## config.mk

```make
export PLATFORM = sky130hd
export DESIGN_NAME = danger_spawner_flat
export DESIGN_NICKNAME = d
export VERILOG_FILES = /design/src/rtl/danger_spawner_if.sv /design/src/rtl/danger_spawner.sv /design/src/flat_wrapper.sv
export SDC_FILE = /design/constraint.sdc
export NUM_CORES = 1
export LEC_CHECK = 0
export BUFFER_PORTS_ARGS = -buffer_cell sky130_fd_sc_hd__buf_2
export CAP_MARGIN = 20
export CORE_MARGIN = 8
export CORE_UTILIZATION = 40
export CTS_BUF_LIST = sky130_fd_sc_hd__clkbuf_8
export DETAILED_ROUTE_END_ITERATION = 6
export HOLD_SLACK_MARGIN = 0.02
export SYNTH_ARGS = -nofsm -noshare
export SYNTH_HDL_FRONTEND = slang
export SYNTH_SLANG_ARGS = --single-unit
export TNS_END_PERCENT = 100
```

## constraint.sdc

```tcl
create_clock -name clk -period 3.3 [get_ports clk]
set_clock_uncertainty 0.15 [all_clocks]
set_input_delay 0.825 -clock clk [delete_from_list [all_inputs] [get_ports clk]]
set_output_delay 0.825 -clock clk [all_outputs]
set_load 0.01 [all_outputs]
```

## src/rtl/danger_spawner_if.sv

```systemverilog
`default_nettype none
// +----------------------------------------------------------------------------+
// | danger_spawner_if                                                          |
// | Bundle between the game controller and the obstacle spawner.               |
// |   game_clk          slow game clock; a step is taken on each rising edge   |
// |   game_state[1:0]   00 idle/restart, 01 running, 10/11 game over           |
// |   danger_posN[9:0]  x-position of obstacle slot N                          |
// |   danger_typeN[2:0] obstacle type of slot N (0..4)                         |
// |   danger_enN        slot N is active and drawn                             |
// | master: game-side driver of game_clk/game_state, reader of the slots.      |
// | slave : the spawner itself.                                                |
// | Revision: 1.0 - initial release                                            |
// +----------------------------------------------------------------------------+
interface danger_spawner_if;
  logic       game_clk;
  logic [1:0] game_state;
  logic [9:0] danger_pos1;
  logic [9:0] danger_pos2;
  logic [9:0] danger_pos3;
  logic [2:0] danger_type1;
  logic [2:0] danger_type2;
  logic [2:0] danger_type3;
  logic       danger_en1;
  logic       danger_en2;
  logic       danger_en3;

  modport master (
    output game_clk, game_state,
    input  danger_pos1, danger_pos2, danger_pos3,
    input  danger_type1, danger_type2, danger_type3,
    input  danger_en1, danger_en2, danger_en3
  );

  modport slave (
    input  game_clk, game_state,
    output danger_pos1, danger_pos2, danger_pos3,
    output danger_type1, danger_type2, danger_type3,
    output danger_en1, danger_en2, danger_en3
  );
endinterface
`default_nettype wire

```

## src/rtl/danger_spawner.sv

```systemverilog
`default_nettype none
// +----------------------------------------------------------------------------+
// | danger_spawner                                                             |
// | Maintains three obstacle slots (position, type, enable). On each rising    |
// | edge of game_clk while running, active slots move left by SPEED and a new  |
// | obstacle may spawn at the right edge, gated by a 16-bit Galois LFSR and a  |
// | minimum travelled distance since the previous spawn.                       |
// | Ports:                                                                     |
// |   clk     system clock                                                     |
// |   rst     synchronous reset, active low                                    |
// |   bus_io  danger_spawner_if.slave (game_clk, game_state in; slots out)     |
// | Revision: 1.0 - initial release                                            |
// +----------------------------------------------------------------------------+
module danger_spawner #(
  parameter int unsigned SCREEN_W  = 640,
  parameter int unsigned SPEED     = 4,
  parameter int unsigned MIN_GAP   = 160,
  parameter logic [1:0]  PROB_MASK = 2'b11,
  parameter logic [15:0] LFSR_SEED = 16'hACE1
) (
  input wire              clk,
  input wire              rst,
  danger_spawner_if.slave bus_io
);

  localparam logic [1:0]  ST_IDLE = 2'b00;
  localparam logic [1:0]  ST_RUN  = 2'b01;

  // Gap counter only has to hold MIN_GAP + SPEED before saturation.
  localparam int          GAP_W     = $clog2(MIN_GAP + SPEED + 1) + 1;
  localparam logic [GAP_W-1:0] GAP_MAX   = GAP_W'(MIN_GAP);
  localparam logic [GAP_W-1:0] GAP_SPEED = GAP_W'(SPEED);
  localparam logic [9:0]  SPEED_V   = 10'(SPEED);
  localparam logic [9:0]  SCREEN_V  = 10'(SCREEN_W);
  // An all-zero seed would lock the LFSR.
  localparam logic [15:0] SEED_EFF  = (LFSR_SEED == 16'h0000) ? 16'h0001 : LFSR_SEED;
  localparam logic [15:0] LFSR_TAPS = 16'hB400;

  logic             s1_q, s1_d;
  logic             s2_q, s2_d;
  logic [15:0]      lfsr_q, lfsr_d;
  logic [GAP_W-1:0] gap_q, gap_d;
  logic [2:0][9:0]  pos_q, pos_d;
  logic [2:0][2:0]  type_q, type_d;
  logic [2:0]       en_q, en_d;

  logic             tick;
  logic             spawn;
  logic [1:0]       free_idx;
  logic [GAP_W-1:0] gap_sum;
  logic [2:0]       type_raw;
  logic [2:0]       type_new;

  assign tick = s1_q & ~s2_q;

  always_comb begin
    s1_d     = bus_io.game_clk;
    s2_d     = s1_q;
    lfsr_d   = lfsr_q;
    gap_d    = gap_q;
    pos_d    = pos_q;
    type_d   = type_q;
    en_d     = en_q;

    // Lowest-index free slot, judged on pre-step enables so a slot freed
    // by this step's move is not reused until the next step.
    free_idx = 2'd0;
    for (int i = 2; i >= 0; i--) begin
      if (!en_q[i]) begin
        free_idx = 2'(i);
      end
    end

    spawn    = (gap_q >= GAP_MAX) &&
               ((lfsr_q[1:0] & PROB_MASK) == 2'b00) &&
               (en_q != 3'b111);
    gap_sum  = gap_q + GAP_SPEED;
    type_raw = lfsr_q[6:4];
    type_new = (type_raw >= 3'd5) ? (type_raw - 3'd5) : type_raw;

    case (bus_io.game_state)
      ST_IDLE: begin
        en_d   = '0;
        pos_d  = '0;
        type_d = '0;
        gap_d  = GAP_MAX;
      end
      ST_RUN: begin
        if (tick) begin
          for (int i = 0; i < 3; i++) begin
            if (en_q[i]) begin
              if (pos_q[i] <= SPEED_V) begin
                en_d[i]  = 1'b0;
                pos_d[i] = 10'd0;
              end else begin
                pos_d[i] = pos_q[i] - SPEED_V;
              end
            end
          end

          gap_d = (gap_sum > GAP_MAX) ? GAP_MAX : gap_sum;

          // The chosen slot was idle pre-step, so the move above never
          // touched it and the spawn position is not stepped this time.
          if (spawn) begin
            en_d[free_idx]   = 1'b1;
            pos_d[free_idx]  = SCREEN_V;
            type_d[free_idx] = type_new;
            gap_d            = '0;
          end

          lfsr_d = {1'b0, lfsr_q[15:1]} ^ (lfsr_q[0] ? LFSR_TAPS : 16'h0000);
        end
      end
      default: begin
        // Game over: everything holds.
      end
    endcase
  end

  always_ff @(posedge clk) begin
    if (!rst) begin
      s1_q   <= 1'b0;
      s2_q   <= 1'b0;
      lfsr_q <= SEED_EFF;
      gap_q  <= GAP_MAX;
      pos_q  <= '0;
      type_q <= '0;
      en_q   <= '0;
    end else begin
      s1_q   <= s1_d;
      s2_q   <= s2_d;
      lfsr_q <= lfsr_d;
      gap_q  <= gap_d;
      pos_q  <= pos_d;
      type_q <= type_d;
      en_q   <= en_d;
    end
  end

  assign bus_io.danger_pos1  = pos_q[0];
  assign bus_io.danger_pos2  = pos_q[1];
  assign bus_io.danger_pos3  = pos_q[2];
  assign bus_io.danger_type1 = type_q[0];
  assign bus_io.danger_type2 = type_q[1];
  assign bus_io.danger_type3 = type_q[2];
  assign bus_io.danger_en1   = en_q[0];
  assign bus_io.danger_en2   = en_q[1];
  assign bus_io.danger_en3   = en_q[2];

endmodule
`default_nettype wire

```

## src/flat_wrapper.sv

```systemverilog
// flat-port wrapper written by rule: the top's interface ports become plain ports
module danger_spawner_flat 
#(
  parameter int unsigned SCREEN_W  = 640,
  parameter int unsigned SPEED     = 4,
  parameter int unsigned MIN_GAP   = 160,
  parameter logic [1:0]  PROB_MASK = 2'b11,
  parameter logic [15:0] LFSR_SEED = 16'hACE1
)
  (clk, rst, bus_io_game_clk, bus_io_game_state, bus_io_danger_pos1, bus_io_danger_pos2, bus_io_danger_pos3, bus_io_danger_type1, bus_io_danger_type2, bus_io_danger_type3, bus_io_danger_en1, bus_io_danger_en2, bus_io_danger_en3);
  danger_spawner_if bus_io_i ();
  input wire clk;
  input wire rst;
  input wire logic [$bits(bus_io_i.game_clk)-1:0] bus_io_game_clk;
  input wire logic [$bits(bus_io_i.game_state)-1:0] bus_io_game_state;
  output wire logic [$bits(bus_io_i.danger_pos1)-1:0] bus_io_danger_pos1;
  output wire logic [$bits(bus_io_i.danger_pos2)-1:0] bus_io_danger_pos2;
  output wire logic [$bits(bus_io_i.danger_pos3)-1:0] bus_io_danger_pos3;
  output wire logic [$bits(bus_io_i.danger_type1)-1:0] bus_io_danger_type1;
  output wire logic [$bits(bus_io_i.danger_type2)-1:0] bus_io_danger_type2;
  output wire logic [$bits(bus_io_i.danger_type3)-1:0] bus_io_danger_type3;
  output wire logic [$bits(bus_io_i.danger_en1)-1:0] bus_io_danger_en1;
  output wire logic [$bits(bus_io_i.danger_en2)-1:0] bus_io_danger_en2;
  output wire logic [$bits(bus_io_i.danger_en3)-1:0] bus_io_danger_en3;
  assign bus_io_i.game_clk = bus_io_game_clk;
  assign bus_io_i.game_state = bus_io_game_state;
  assign bus_io_danger_pos1 = bus_io_i.danger_pos1;
  assign bus_io_danger_pos2 = bus_io_i.danger_pos2;
  assign bus_io_danger_pos3 = bus_io_i.danger_pos3;
  assign bus_io_danger_type1 = bus_io_i.danger_type1;
  assign bus_io_danger_type2 = bus_io_i.danger_type2;
  assign bus_io_danger_type3 = bus_io_i.danger_type3;
  assign bus_io_danger_en1 = bus_io_i.danger_en1;
  assign bus_io_danger_en2 = bus_io_i.danger_en2;
  assign bus_io_danger_en3 = bus_io_i.danger_en3;
  danger_spawner #(.SCREEN_W(SCREEN_W), .SPEED(SPEED), .MIN_GAP(MIN_GAP), .PROB_MASK(PROB_MASK), .LFSR_SEED(LFSR_SEED)) u_core (.clk(clk), .rst(rst), .bus_io(bus_io_i));
endmodule
```

==> results of run 1 <==
[registers in the layout (all words and copies together) (netlist names)]
| name | flops |
|---|---|
| u_core.bus_io.danger_pos3 | 10 |
| u_core.bus_io.danger_type1 | 3 |
| u_core.bus_io.danger_type3 | 3 |
| u_core.s1_q | 1 |
| u_core.s2_q | 1 |
| u_core.bus_io.danger_type2 | 3 |
| u_core.en_q | 3 |
| u_core.gap_q | 7 |
| u_core.lfsr_q | 16 |
| u_core.bus_io.danger_pos2 | 10 |
| u_core.bus_io.danger_pos1 | 10 |
[stage by stage]
stage                     setup WS (ns)  instances
final                             0.895        594
after global routing              0.773        594
after CTS                         0.892        594
after detailed placement          0.667        578
after global placement            0.707        578
after floorplan                    1.04        441
[final timing paths]
path / from / endpoint / slack [ns] / depth (start not counted)
min reg2reg: u_core.bus_io.danger_pos3[1] / u_core.bus_io.danger_pos3[1] / 0.29 / 2
min: u_core.bus_io.danger_pos3[1] / u_core.bus_io.danger_pos3[1] / 0.29 / 2
max: u_core.bus_io.danger_pos3[2] / u_core.bus_io.danger_pos3[5] / 0.90 / 7
max reg2reg: u_core.bus_io.danger_pos3[2] / u_core.bus_io.danger_pos3[5] / 0.90 / 7
[power by group]
part | switching [mW] | total, mW | internal (mW) | leakage (nW)
registers | 0.00536 | 0.820 | 0.814 | 0.541
clock network | 0.333 | 0.679 | 0.346 | 0.0926
logic | 0.0609 | 0.0915 | 0.0305 | 0.934
total | 0.399 | 1.59 | 1.19 | 1.57
[kinds of logic after synthesis]
group           share of synthesized area [%]
simple gates                             27.5
compound gates                           23.3
flops                                    37.8
buf+inv                                  6.03
fa+ha+maj                                3.53
xor+xnor                                 1.23
mux                                     0.565
[layout make-up]
cell class	count	area (sq um)	share of cell area [%]
Inverter	27	101	2.51
Multi-Input combinational cell	325	1990	49.4
Tap cell	108	135	3.35
Sequential cell	67	1340	33.3
Timing Repair Buffer	51	268	6.64
Clock inverter	7	70.1	1.74
Clock buffer	9	124	3.07
[worst min-delay path, stage by stage, from the launching register on]
cell     delay, ns
dfxtp_1       0.32
inv_1         0.05
nor2_1        0.03
[synthesized netlist by cell type, types with 4 or more instances]
cell,count,share of area [%]
nand4_1,5,0.88
ha_1,10,3.5
nor2b_1,17,3.0
inv_1,27,2.9
or3_1,5,0.88
a31oi_1,6,1.1
xnor2_1,4,0.99
nor3b_1,6,1.3
and3_1,5,0.88
a21oi_1,35,4.9
dfxtp_1,67,38
o21ai_0,28,4.0
nand2_1,48,5.1
nand3_1,14,2.0
o31ai_1,5,1.1
clkbuf_1,17,1.8
and2_1,5,0.88
o211ai_1,6,1.3
nor3_1,18,2.5
nor2_1,39,4.1
o21ai_1,4,0.56
nand2b_1,4,0.71
a21boi_0,13,2.8
[metal layers]
metal	share of wire (%)	vias to the layer above
met5	0	-
met4	1.1	0
met3	5.4	9
met2	45	70
met1	49	1492
li1	-	1633
==> results by group, run 1 <==
Run status
  • Outcome: finished, final reports clean

Layout
  • Layout area overhead: 13.7%
  • Most frequent cells in the layout: 67 x dfxtp_1, 48 x nand2_1, 46 x buf_2
  • Final core utilization: 46.4%
  • # fillers: 904
  • ANT cells: 0
  • Design area: 4030 sq um
  • Nets: 496
  • Commonest non-fill, non-tap cell in the layout: dfxtp_1
  • Layout cell share with drive strength beyond 1: 16.9%

Drt
  • Vias: 3204
  • DR pass1 iterations: 4
  • Antenna violation net count after detailed routing: 0
  • # DRC: 0
  • Final Routed Wirelength: 8870 um
  • Routed WL per cell: 14.9 um
  • Via density: 5.39
  • 1st-iter DRT viols: 171

Worst setup path
  • Critical path class: flop to flop
  • CP arrival: 2.49 ns
  • Crit path largest cell delay: 0.52 ns
  • Cell family contributing the most delay on the critical path: simple AND/OR/NAND/NOR gates
  • Crit-path cells: ha_1 > or3b_2 > a2111oi_4 > nand3b_2 > o21ai_1 > a21oi_1 > nor2b_1
  • Crit path launch type: flop
  • WP data required: 3.38 ns
  • Worst path slowest cell: or3b_2
  • Worst-path fanout max: 7
  • Crit end category: flop
  • Buf/Inv on CP: 0

Global routing
  • Met3 Use GR: 2.85%
  • Global-route wire length before repair: 14800 um
  • Most Crowded Layer GR: met2
  • GRT Util Overall: 15.2%
  • Vias in the first global route: 2963
  • Pin count of the biggest net entering global routing: 27
  • Met2 Use GR: 23.8%
  • Initial antenna violation count: 0
  • M1 GR Usage: 20.5%
  • GRT overflow: 0

Synth
  • Syn Area/Cell: 8.04 sq um
  • Ys flop type: dfxtp_1
  • Syn nets: 456
  • Sequential area share after synthesis: 37.8%
  • Ys Warns: 0
  • Post-Syn Area: 3550 sq um
  • Yosys reg bits: 67
  • Post-synth EDFFs: 0
  • Post-synth cell types: 61
  • Asr flop ratio synth: 0%
  • Synth Instances: 441

STA
  • Final setup fails: 0
  • Final worst hold slack: 0.289 ns
  • Hold violation count in the final report: 0
  • Final Critical Period: 2.40 ns
  • RSZ-0062 raised after global routing: false
  • Total Neg Setup Slack: 0 ns
  • Slew margin rel.: 60.3%
  • Fmax: 416 MHz
  • Fin. max-slew vios: 0
  • Least-Margin Pin Slew: 0.591 ns
  • Final period utilization: 72.9%

Clocking
  • # hold bufs at CTS: 0
  • H-tree depth: 3
  • Worst skew pair latency: 0.34 ns
  • Cts bufs inserted: 9
  • CTS Root Cell: clkbuf_8
  • Clock slew seen by the registers of the worst setup and hold paths: 0.08 ns
  • CTS Buffer Depth: 2
  • CTS tree: yes
  • Post-cts repair resize count: 0
  • # clock sinks: 67
  • Setup repair bufs after CTS: 0

Power
  • Maximum vdd drop: 0.209 mV
  • LEAKAGE: 1.57 nW
  • P per Cell Area: 395 nW/um^2
  • Power, Total: 1.59 mW

Placed design
  • I/O Buffers: 46
  • Routability cong.: 0.833
  • Placed inst area: 3840 sq um
  • DPL Wire Length: 6550 um

Hold path
  • Hold Crit Class: flop to flop

Die
  • Initial Utilization: 40.9%
  • Die X: 110 um
  • Core Area: 8680 sq um
  • Die area: 12100 sq um
  • DIE HEIGHT: 110 um
  • Boundary Pins: 47
  • Std-Cell Rows: 34

Run
  • Max Cap Violations: 0
(Power assumes the default switching activity.)
==> run 2: changes to the inputs <==
==> constraint.sdc (replaced) <==
create_clock -name clk -period 2.1 [get_ports clk]
set_clock_uncertainty 0.15 [all_clocks]
set_input_delay 0.525 -clock clk [delete_from_list [all_inputs] [get_ports clk]]
set_output_delay 0.525 -clock clk [all_outputs]
set_load 0.01 [all_outputs]
==> run 2 against run 1 <==
Hold slack worse by 0.052 ns. Count of clock-buffer cells in the layout grew 2. Worst setup slack worse by 0.85 ns. Critical path depth decreased by 2. Die area did not move. Highest routed layer unchanged.
==> results by group, run 2 (synthesis results as in run 1) <==
Clocking
  • CTS Buffer Depth: 2 (unchanged)
  • Cts bufs inserted: 9 (unchanged)
  • CTS tree: yes
  • CTS Root Cell: clkbuf_8
  • H-tree depth: 3 (unchanged)
  • Worst skew pair latency: 0.34 ns (about the same)
  • Clock slew seen by the registers of the worst setup and hold paths: 0.07 ns (about the same)
  • # clock sinks: 67 (unchanged)

Worst setup path
  • WP data required: 2.18 ns (-1.20 ns)
  • Crit end category: flop
  • Worst path slowest cell: or3_4
  • Worst Reg-to-Reg Cells: 5 (-2)
  • Critical Path Source: u_core.bus_io.danger_pos2[5]
  • CP most frequent cell: or3_4
  • Worst R2R Setup Slack: 0.05 ns (-0.85 ns)
  • Worst setup path end: u_core.bus_io.danger_pos2[8]
  • Worst-path fanout max: 5 (-2)
  • Crit path launch type: flop
  • Crit-path cells: or3_4 > or3_4 > or3_4 > o211ai_4 > a21oi_1
  • Critical path class: flop to flop
  • Crit path largest cell delay: 0.40 ns (-0.12 ns)
  • R2R Path Start: u_core.bus_io.danger_pos2[5]
  • Worst R2R End: u_core.bus_io.danger_pos2[8]
  • CP arrival: 2.13 ns (-0.36 ns)

STA
  • Final Critical Period: 2.05 ns (-0.355 ns)
  • Slew margin rel.: 71.5% (+11 points)
  • Total Neg Setup Slack: 0 ns (unchanged)
  • Final setup fails: 0 (unchanged)
  • Fin. max-slew vios: 0 (unchanged)
  • Least-Margin Pin Slew: 0.424 ns (-0.167 ns)
  • Hold violation count in the final report: 0 (unchanged)
  • Final worst hold slack: 0.237 ns (-0.0525 ns)
  • Final period utilization: 97.6% (+25 points)
  • Fmax: 488 MHz (+17%)
  • RSZ-0062 raised after global routing: true

Layout
  • Layout area overhead: 25.5%
  • Non-filler cells in the finished layout: 633 (+6.6%)
  • Layout cell share with drive strength beyond 1: 26.7% (+9.8 points)
  • Nets: 535 (+7.9%)
  • Most frequent cells in the layout: 61 x dfxtp_1, 47 x nand2_1, 46 x buf_2
  • Largest Register: u_core.lfsr_q
  • Multi-input gate area: 2080 sq um (+4.4%)
  • ANT cells: 0 (unchanged)
  • Flip-flop count of the largest register after layout: 16 (unchanged)
  • Storage cell area: 1350 sq um (+0.56%)
  • # fillers: 862 (-4.6%)
  • Commonest non-fill, non-tap cell in the layout: dfxtp_1
  • Design area: 4450 sq um (+10%)

Power
  • Sequential Power Share: 47.9% (-3.7 points)
  • Sw Share: 22.6% (-2.6 points)
  • LEAKAGE: 1.80 nW (+15%)
  • Combinational power share: 6.7% (+0.9 points)
  • Maximum vdd drop: 0.303 mV (+45%)
  • P per Cell Area: 604 nW/um^2 (+53%)
  • Internal Pwr Total: 2.08 mW (+75%)
  • Sw Pwr: 606 uW (+52%)
  • Clock share of power: 45.4% (+2.7 points)
  • Power, Total: 2.69 mW (+69%)

Drt
  • Final Routed Wirelength: 9360 um (+5.5%)
  • Vias: 3447 (+7.6%)
  • Routed WL per cell: 14.8 um (-1.0%)
  • # DRC: 0 (unchanged)
  • Top Layer Used: met4
  • DR pass1 iterations: 4 (unchanged)
  • Antenna violation net count after detailed routing: 0 (unchanged)
  • 1st-iter DRT viols: 205 (+20%)
  • Via density: 5.45 (+0.96%)
  • Metal2 WL: 4540 um (+15%)
  • DRT met1 WL: 4270 um (-1.6%)
  • Met3 WL: 453 um (-6.2%)

Placed design
  • DPL Wire Length: 6910 um (+5.4%)
  • Routability cong.: 0.879 (+5.6%)
  • Placed inst area: 4120 sq um (+7.4%)
  • Placed insts: 614 (+6.2%)
  • I/O Buffers: 46 (unchanged)

Die
  • Die area: 12100 sq um (unchanged)
  • Boundary Pins: 47 (unchanged)
  • Initial Utilization: 40.9% (unchanged)
  • DIE HEIGHT: 110 um (unchanged)
  • Core Area: 8680 sq um (unchanged)
  • Die X: 110 um (unchanged)
  • Std-Cell Rows: 34 (unchanged)

Run status
  • Outcome: finished, final reports clean

Global routing
  • Pin count of the biggest net entering global routing: 20 (-26%)
  • GRT overflow: 0 (unchanged)
  • GRT Util Overall: 15.8% (+0.66 points)
  • Global-route wire length before repair: 15500 um (+4.9%)
  • Vias in the first global route: 3317 (+12%)
  • Initial antenna violation count: 0 (unchanged)

Hold path
  • Hold Crit Class: input port to flop

Run
  • Max Cap Violations: 0 (unchanged)
-- run 2: area by class of cell --
| class | instances | share of cell area (%) |
|---|---|---|
| multi-input cells | 325 | 46.7 |
| flip-flops and latches | 67 | 30.3 |
| repair buffers | 90 | 12.6 |
| clock buffers | 11 | 3.40 |
| well taps | 108 | 3.04 |
| inverters | 27 | 2.28 |
| clock inverters | 5 | 1.71 |
-- run 2: timing repair --
item	4_1_cts	5_1_grt
buffers inserted	0	3
hold buffers	0	0
gates cloned	0	0
setup endpoints to repair	6	27
pin swaps	0	12
resized for setup	2	31
endpoints found under the hold margin	0	0
-- run 2: worst max-delay path: cells and delay by family, from the launching register on --
kind	cells	cell delay (ns)
AND/OR/NAND/NOR	3	1.15
flip-flops	1	0.31
AO/OA/AOI/OAI	2	0.32
-- run 2: how the worst min path moves through the flow --
stage	start	endpoint	cells past startpoint
2_1_floorplan	u_core.s1_q	u_core.s2_q	1
3_3_place_gp	u_core.bus_io.danger_pos1[1]	u_core.bus_io.danger_pos1[1]	2
3_5_place_dp	u_core.s1_q	u_core.s2_q	1
4_1_cts	bus_io_game_clk	u_core.s1_q	2
5_1_grt	bus_io_game_clk	u_core.s1_q	2
6_report	bus_io_game_clk	u_core.s1_q	2
-- run 2: stage by stage --
stage          setup WS [ns]  util [%]
2_1_floorplan         0.0335         -
3_3_place_gp         0.00755      47.5
3_5_place_dp         -0.0735      47.5
4_1_cts               0.0219      50.2
5_1_grt              -0.0238      51.3
6_report              0.0499      51.3
-- run 2: power by group through the flow --
stage | clock [mW] | combinational (mW) | sequential (mW)
finish | 1.22 | 0.180 | 1.29
global route | 1.30 | 0.197 | 1.29
CTS | 1.25 | 0.171 | 1.29
detailed placement | 0 | 0.168 | 1.32
global placement | 0 | 0.166 | 1.32
floorplan | 0 | 0.103 | 1.32
-- run 2: routing by layer --
metal	global-route usage [%]	vias up
met2	26.3	80
met3	3.49	9
li1	-	1713
met1	19.5	1645
met4	6.47	0
met5	0	-
==> run 3: changes to the inputs <==
--- a/config.mk
+++ b/config.mk
@@ -8,10 +8,11 @@
 export BUFFER_PORTS_ARGS = -buffer_cell sky130_fd_sc_hd__buf_2
 export CAP_MARGIN = 20
 export CORE_MARGIN = 8
-export CORE_UTILIZATION = 40
+export CORE_UTILIZATION = 44
 export CTS_BUF_LIST = sky130_fd_sc_hd__clkbuf_8
 export DETAILED_ROUTE_END_ITERATION = 6
 export HOLD_SLACK_MARGIN = 0.02
+export PLACE_DENSITY = 0.66
 export SYNTH_ARGS = -nofsm -noshare
 export SYNTH_HDL_FRONTEND = slang
 export SYNTH_SLANG_ARGS = --single-unit
==> run 3 against run 2 <==
Total power shrank 0.70%. Sequential share of layout area grew 0.48 points. Final area shrank 1.7%. Via count shrank 1.7%. Flip-flop and latch count is the same. Critical path depth grew 3. Critical endpoint is now u_core.bus_io.danger_pos3[5]. Worst setup slack gained 0.0082 ns. Sequential power is essentially flat. Clock power is essentially flat. First-iteration DRC count shrank 15%.
==> results by group, run 3 (synthesis results as in run 1) <==
Run status
  • Outcome: finished, final reports clean

Worst setup path
  • Critical path class: flop to flop
  • Worst-path fanout max: 4 (-1)
  • Worst path slowest cell: or3b_4
  • Crit-path cells: inv_2 > ha_4 > or3b_4 > a2111oi_4 > nand3b_4 > o21ai_1 > a21oi_1 > nor2b_1
  • WP data required: 2.19 ns (about the same)
  • Crit path launch type: flop
  • CP arrival: 2.13 ns (about the same)
  • Crit path largest cell delay: 0.40 ns (about the same)
  • Crit end category: flop

Layout
  • Layout cell share with drive strength beyond 1: 24.6% (-2.1 points)
  • Nets: 530 (-0.93%)
  • ANT cells: 0 (unchanged)
  • Flip-flop count of the largest register after layout: 16 (unchanged)
  • Commonest non-fill, non-tap cell in the layout: dfxtp_1
  • Largest Register: u_core.lfsr_q
  • Most frequent cells in the layout: 63 x dfxtp_1, 48 x nand2_1, 46 x buf_2
  • Design area: 4370 sq um (-1.7%)
  • Layout area overhead: 23.4%

Placed design
  • Place WS: -0.0131 ns (+0.0604 ns)
  • Routability cong.: 0.892 (+1.5%)
  • I/O Buffers: 46 (unchanged)
  • DPL Wire Length: 6660 um (-3.6%)
  • Placed inst area: 4080 sq um (-0.91%)

Die
  • DIE HEIGHT: 106 um (-4.0%)
  • Initial Utilization: 45.7% (+4.8 points)
  • Die X: 106 um (-4.0%)
  • Std-Cell Rows: 32 (-5.9%)
  • Boundary Pins: 47 (unchanged)
  • Core Area: 7770 sq um (-10%)
  • Die area: 11200 sq um (-7.8%)

Global routing
  • Global-route wire length before repair: 15400 um (-0.54%)
  • Pin count of the biggest net entering global routing: 20 (unchanged)
  • GRT Util Overall: 16.5% (+0.68 points)
  • Vias in the first global route: 3288 (-0.87%)
  • GRT overflow: 0 (unchanged)
  • Initial antenna violation count: 0 (unchanged)

Drt
  • Routed WL per cell: 14.4 um (-2.5%)
  • # DRC: 0 (unchanged)
  • Final Routed Wirelength: 8970 um (-4.2%)
  • Vias: 3388 (-1.7%)
  • DR pass1 iterations: 5 (+1)
  • 1st-iter DRT viols: 175 (-15%)
  • Via density: 5.45 (about the same)
  • Antenna violation net count after detailed routing: 0 (unchanged)

STA
  • Fin. max-slew vios: 0 (unchanged)
  • PnR worst setup slack: 0.0581 ns (+0.00818 ns)
  • Slew margin rel.: 64.2% (-7.4 points)
  • Least-Margin Pin Slew: 0.536 ns (+0.112 ns)
  • Final worst hold slack: 0.255 ns (+0.0186 ns)
  • Final Critical Period: 2.04 ns (-0.00818 ns)
  • RSZ-0062 raised after global routing: true
  • Total Neg Setup Slack: 0 ns (unchanged)
  • Fmax: 490 MHz (+0.40%)
  • Final setup fails: 0 (unchanged)
  • Hold violation count in the final report: 0 (unchanged)
  • Final period utilization: 97.2% (-0.39 points)

Run
  • Max Cap Violations: 0 (unchanged)

Clocking
  • CTS tree: yes
  • CTS Buffer Depth: 2 (unchanged)
  • CTS Root Cell: clkbuf_8
  • Clock slew seen by the registers of the worst setup and hold paths: 0.08 ns (about the same)
  • # clock sinks: 67 (unchanged)
  • # hold bufs at CTS: 0 (unchanged)
  • Worst skew pair latency: 0.34 ns (about the same)
  • H-tree depth: 3 (unchanged)
  • Cts bufs inserted: 9 (unchanged)

Power
  • Power, Total: 2.67 mW (-0.70%)
  • Maximum vdd drop: 0.381 mV (+26%)
  • Sw Pwr: 621 uW (+2.4%)
  • LEAKAGE: 1.78 nW (-1.3%)
  • Sequential Power Share: 48.2% (+0.3 points)
  • P per Cell Area: 610 nW/um^2 (+1.1%)
  • Sw Share: 23.3% (+0.70 points)
  • Clock share of power: 45.6% (+0.2 points)
  • Combinational power share: 6.2% (-0.5 points)
  • Internal Pwr Total: 2.05 mW (-1.6%)

Hold path
  • Hold Crit Class: input port to flop
run 3: power groups by stage:
stage / combinational (mW) / sequential, mW / clock, mW
global placement: 0.158 / 1.32 / 0
floorplan: 0.103 / 1.32 / 0
detailed placement: 0.160 / 1.32 / 0
global route: 0.183 / 1.29 / 1.29
finish: 0.166 / 1.29 / 1.22
CTS: 0.160 / 1.29 / 1.23
run 3: worst paths after layout:
kind | start | slack, ns | depth (start not counted) | endpoint
worst max-delay path | u_core.bus_io.danger_pos3[3] | 0.06 | 8 | u_core.bus_io.danger_pos3[5]
worst min-delay path | bus_io_game_clk | 0.26 | 2 | u_core.s1_q
worst max register to register | u_core.bus_io.danger_pos3[3] | 0.06 | 8 | u_core.bus_io.danger_pos3[5]
worst min register to register | u_core.bus_io.danger_pos3[0] | 0.30 | 2 | u_core.bus_io.danger_pos3[0]
run 3: area by class of cell:
class	instances	area (sq um)
clock buffer	10	138
tap	102	128
fill	746	3390
sequential	67	1350
clock inverter	6	87.6
timing repair buffer	85	523
multi-input combinational	325	2050
inverter	27	101
run 3: timing repair:
item,4_1_cts,5_1_grt
pin swaps,0,8
setup endpoints to repair,1,24
gates resized for setup,1,20
setup buffers,0,2
run 3: through the flow:
stage	std cells	utilization, %
after floorplan	441	-
after global placement	604	52.5
after detailed placement	604	52.5
after CTS	620	55.4
after global routing	622	56.3
final	622	56.3
run 3: metal layers:
metal | up-vias | global-route usage, % | wire [um]
met3 | 13 | 4.69 | 513
met1 | 1585 | 20.2 | 4110
met4 | 0 | 5.93 | 145
met2 | 85 | 27.0 | 4200
li1 | 1705 | - | -
met5 | - | 0 | 0
run 3: worst max-delay path, delay by kind of cell (launching register included):
family | cells | cell delay (ns)
buffers and inverters | 1 | 0.07
AOI/OAI and AO/OA | 3 | 0.61
and+or+nand+nor | 3 | 0.69
DFF | 1 | 0.33
adders and majority gates | 1 | 0.11
